$ cat config.mk
export PLATFORM = sky130hd
export DESIGN_NAME = latch_mem_wb
export DESIGN_NICKNAME = d
export VERILOG_FILES = /design/src/rtl/latch_mem_wb.sv
export SDC_FILE = /design/constraint.sdc
export NUM_CORES = 1
export LEC_CHECK = 0
export BUFFER_PORTS_ARGS = -buffer_cell sky130_fd_sc_hd__buf_4
export CAP_MARGIN = 20
export CORE_MARGIN = 3
export CORE_UTILIZATION = 40
export CTS_CLUSTER_SIZE = 8
export DETAILED_ROUTE_END_ITERATION = 8
export PLACE_DENSITY_LB_ADDON = 0.05
export SLEW_MARGIN = 30
export SYNTH_ARGS = -nofsm -noshare
export SYNTH_HDL_FRONTEND = slang
export SYNTH_SLANG_ARGS = --single-unit
$ cat constraint.sdc
create_clock -name clk -period 0.8 [get_ports clk]
set_input_delay 0.04 -clock clk [delete_from_list [all_inputs] [get_ports clk]]
set_output_delay 0.04 -clock clk [all_outputs]
set_load 0.05 [all_outputs]
$ cat src/rtl/latch_mem_wb.sv
// MEM/WB pipeline register: 1-cycle capture of write-back controls, ALU result, load data and dst,
// with stall hold and flush bubble. Optional macro LATCH_MEM_WB_WBMUX_EN adds the wb_data select output.
module latch_mem_wb #(
    parameter int DATA_W     = 32,
    parameter int REG_ADDR_W = 5
) (
    input  logic                  clk,
    input  logic                  rst_n,
    input  logic                  stall,
    input  logic                  flush,
    input  logic                  reg_write,
    input  logic                  mem_to_reg,
    input  logic [DATA_W-1:0]     alu_result,
    input  logic [DATA_W-1:0]     data_load,
    input  logic [REG_ADDR_W-1:0] dst,
    output logic                  reg_write_reg,
    output logic                  mem_to_reg_reg,
    output logic [DATA_W-1:0]     alu_result_reg,
    output logic [DATA_W-1:0]     data_load_reg,
`ifdef LATCH_MEM_WB_WBMUX_EN
    output logic [DATA_W-1:0]     wb_data,
`endif
    output logic [REG_ADDR_W-1:0] dst_reg
);

    logic                  r_reg_write;
    logic                  r_mem_to_reg;
    logic [DATA_W-1:0]     r_alu_result;
    logic [DATA_W-1:0]     r_data_load;
    logic [REG_ADDR_W-1:0] r_dst;

    // Reset and flush both load the bubble (no write, dst r0); flush overrides stall.
    always_ff @(posedge clk) begin
        if (!rst_n || flush) begin
            r_reg_write  <= 1'b0;
            r_mem_to_reg <= 1'b0;
            r_alu_result <= '0;
            r_data_load  <= '0;
            r_dst        <= '0;
        end else if (!stall) begin
            r_reg_write  <= reg_write;
            r_mem_to_reg <= mem_to_reg;
            r_alu_result <= alu_result;
            r_data_load  <= data_load;
            r_dst        <= dst;
        end
    end

    assign reg_write_reg  = r_reg_write;
    assign mem_to_reg_reg = r_mem_to_reg;
    assign alu_result_reg = r_alu_result;
    assign data_load_reg  = r_data_load;
    assign dst_reg        = r_dst;

`ifdef LATCH_MEM_WB_WBMUX_EN
    logic [DATA_W-1:0] w_wb_data;
    assign w_wb_data = r_mem_to_reg ? r_data_load : r_alu_result;
    assign wb_data   = w_wb_data;
`endif

endmodule

Word level (Yosys, flattened, before mapping)
Index checks and enable logic that the tools add are counted.
{"block": "word_totals", "reg_bits": 71, "latch_bits": 0, "ramBits": 0, "mem_bits_ro": 0, "input_bits": 75, "mem_count": 0}
{"block": "classes", "n_addsub": 0, "multipliers": 0, "div_mod_pow": 0, "order_cmp": 0, "eq_ne": 0, "shifts": 0, "muxes": 0, "bitwise": 0, "reduce_logical": 2}
{"cell": "zero test 1 bit", "n": 1}
{"cell": "logical OR 1 bit", "n": 1}

Depth between registers and ports, before layout
{"block": "depth", "ltp_word": 2, "depth_mapped": 4}

Worst setup path before layout
Ideal clock, no wire load.
{"block": "synth_timing", "kind": "flip-flop to flip-flop", "start": "register alu_result_reg[0] (netlist name)", "end": "register r_alu_result[0], in the netlist alu_result_reg[0]", "setup_ps": 66, "arrival_time_ps": 827, "slack_ps": -93, "path_stages_with_launch": 3, "n_path_buf": 0, "cell_sequence": "dfxtp_1 mux2i_1 nor2_1"}
{"item": "to (signal assigned)", "line_no": "43", "text": "r_alu_result <= alu_result;"}
{"item": "to (decl)", "line_no": "28", "text": "logic [DATA_W-1:0] r_alu_result;"}

Worst setup path after layout
{"block": "layout_timing", "start": "register r_data_load[23], in the netlist data_load_reg[23]", "end": "output port data_load_reg[23]"}
{"item": "from (decl)", "line_no": "29", "text": "logic [DATA_W-1:0] r_data_load;"}
{"item": "from (signal assigned)", "line_no": "44", "text": "r_data_load <= data_load;"}
{"item": "to (decl)", "line_no": "19", "text": "output logic [DATA_W-1:0] data_load_reg,"}
No word-level cell between the ends.

==> flow_summary.yaml <==
run_status:
  outcome: "complete, but fails checks"
  violations: "setup timing"
cells_and_area:
  regArea_sq_um: 1510
  antenna_cells: 0
  final_nets: 533
  post-route-cell-area_sq_um: 5380
  drive_above_1_share: 0.544
  final_util: 0.888
  syn_to_final_growth_pct: 110
  multi_input_area_sq_um: 993
  final.fill_count: 269
timing:
  hold_viol_final: 0
  setup_viol: 73
  rsz0062_at_grt: "yes"
  worstMarginPinSlew_ns: 0.174
  period_needed_ns: 0.892
  max_slew_margin: 0.881
  final.setup.worst_slack_ns: -0.0919
  drv_slew: 0
  period_share: 1.11
  timing.fmax_mhz: 1120
  clock_skew_ns: 0
setup_path:
  reg2reg_from: "data_load_reg[29]"
  r2r_slack_ns: -0.02
  start_kind: "flip-flop"
  rr_worst_depth: 3
  worstSetupPathType: "flip-flop to primary output"
  cp_slowest_stage_delay_ns: 0.36
  path_buf_inv: 1
  end_kind: "primary output"
  cp.required_ns: 0.76
  arrival_ns: 0.85
  reg2reg_to: "data_load_reg[29]"
  path_max_fanout: 2
  cpMaxStageDelayCell: "dfxtp_2"
  crit_family: "flip-flops"
  path_cells: "buf_8"
power:
  p_clk_frac: 0.388
  power_density_nw_per_um2: 1720
  power.leakage_nw: 2.53
  irDropWorstVdd_v: 0.00202
  swShare: 0.249
  power_frac_seq: 0.409
  combPwrFrac: 0.203
  p_switching_mw: 2.30
  power.internal_mw: 6.93
detailed_routing:
  route.vias.total: 2483
  drtAntennaViolNets: 0
  wire_per_inst_microns: 16.1
  drt-total-wl_mm: 8.66
  dr.pass1.iters: 4
  drc: 0
  avgViaCountPerCell: 4.62
  drtIter0Drc: 37
global_routing:
  antenna_found_initial: 0
  grt_pass1_wl_mm: 13.4
  track_usage: 0.233
  grt_pass1_vias: 2735
  overflow: 0
  grt_max_degree: 46
floorplan:
  start_util: 0.423
  pin_count: 146
  die_area_sq_um: 7400
  core_sq_um: 6060
  rows: 28
  die_w_microns: 86.0
  fp.dieH_microns: 86.0
yosys:
  synthArstFlopShare: 0
  synth_xor_area_frac: 0
  synth_top_family_by_area: "multiplexers"
  ys_ff_latch: 71
  synthSimpleGateAreaFrac: 0.106
  avgSynthCellArea_sq_um: 11.1
  synth_top_area_frac: 0.555
  synthCells: 230
  synth_compound_area_frac: 0
  yosysWarnings: 0
  yosys.area_share.adder: 0
  synth.mux.area_fraction: 0.277
  synth_largest_area_cell: "dfxtp_1"
  ys_seq_area_frac: 0.555
  synth_area_leaders: "dfxtp_1, mux2i_1, nor2_1"
  netlist_area_sq_um: 2560
  synthFlopType: "dfxtp_1"
  synth-edff-count: 0
  synth_nets: 305
  synthTopCellsByCount: "dfxtp_1, mux2i_1, nor2_1, buf_2, buf_8"
  synthDistinctLibCells: 8
worst_hold_path:
  hold_class: "primary input to flip-flop"
  whs_path_depth: 3
  worstHoldStart: "stall"
  holdPathEnd: "data_load_reg[31]"
placed_design:
  place.detailed.hpwl_mm: 4.60
  placedInstanceArea_sq_um: 3820
  gp_congestion: 0.743
  port_buffers: 145
job:
  drv_cap: 0
clock_tree:
  clk-insertion-delay-late_ns: 0.34
  cts_made_buffers: 9
  cts_tree: "yes"
  clock-sinks: 71
  path_clk_slew_ns: 0.07
  cts_buffer_depth: 2
  clk_root_buffer_cell: "clkbuf_8"
  htreeDepth: 3
## per-stage QoR
step	TNS, ns	power (mW)	hold WS (ns)	worst slack [ns]	std cells
finish	-5.45	9.23	0.113	-0.0919	538
global route	-8.12	9.56	0.138	-0.134	538
CTS	-6.21	9.22	0.105	-0.102	531
floorplan	0	4.64	0.184	0.0763	230
detailed placement	-0.0655	5.18	0.276	-0.0225	443
global placement	0	5.16	0.267	0.00621	443
## power by group through the flow
stage | Sequential [mW] | Clock (mW) | Combinational (mW)
6_report | 3.78 | 3.58 | 1.87
2_1_floorplan | 4.22 | 0 | 0.425
5_1_grt | 3.79 | 3.81 | 1.96
3_3_place_gp | 3.81 | 0 | 1.36
4_1_cts | 3.77 | 3.65 | 1.79
3_5_place_dp | 3.81 | 0 | 1.37
## kinds of logic (layout without fill, tap and decap cells)
kind of cell,Yosys count,after routing
simple gates,72,72
buf+inv,16,249
flops,71,71
mux,71,71
## how the worst max path moves through the flow
stage	startpoint	end	slack, ns	depth (start not counted)
after global placement	stall	data_load_reg[9]	0.006	4
after detailed placement	stall	data_load_reg[4]	-0.02	4
after CTS	alu_result_reg[8]	alu_result_reg[8]	-0.10	1
after global routing	data_load_reg[20]	data_load_reg[20]	-0.13	1
final	data_load_reg[23]	data_load_reg[23]	-0.09	1
after floorplan	alu_result_reg[0]	alu_result_reg[0]	0.08	2
## metal layers
metal / up-vias / global-route usage / wire length [microns]
met1: 1156 / 0.233 / 3090
met3: 19 / 0.0941 / 611
met2: 97 / 0.432 / 4780
met5: - / 0 / 0
li1: 1211 / - / -
met4: 0 / 0.0820 / 175
## repair_timing
| item | in CTS | in global routing |
|---|---|---|
| setup buffers | 1 | 7 |
| endpoints found under the hold margin | 71 | 0 |
| endpoints found under the setup margin | 71 | 71 |
| hold buffers | 71 | 0 |
| resized for setup | 125 | 18 |
## worst reg2reg max path, cell delays in order (launching register included)
cell,delay [ns]
dfxtp_2,0.33
buf_4,0.13
mux2i_2,0.18
nor2_1,0.07
## placed cells by master (no fill, tap or decap)
cell           instances
buf_12                 6
buf_6                  1
dfxtp_2               71
mux2i_2                2
clkinv_2               1
clkbuf_8              11
bufinv_16              3
mux2i_1               69
clkinv_4               1
buf_4                 85
buf_8                 70
nand2b_2               1
dlygate4sd3_1         71
nor2_1                71
## final cells by class
class                      instances  area share
sequential                        71       0.281
clock buffer                      11      0.0281
multi-input combinational        143       0.185
timing repair buffer             233       0.470
tap                               75      0.0174
clock inverter                     5      0.0193
No activity file was read; power rests on OpenSTA's default activity.
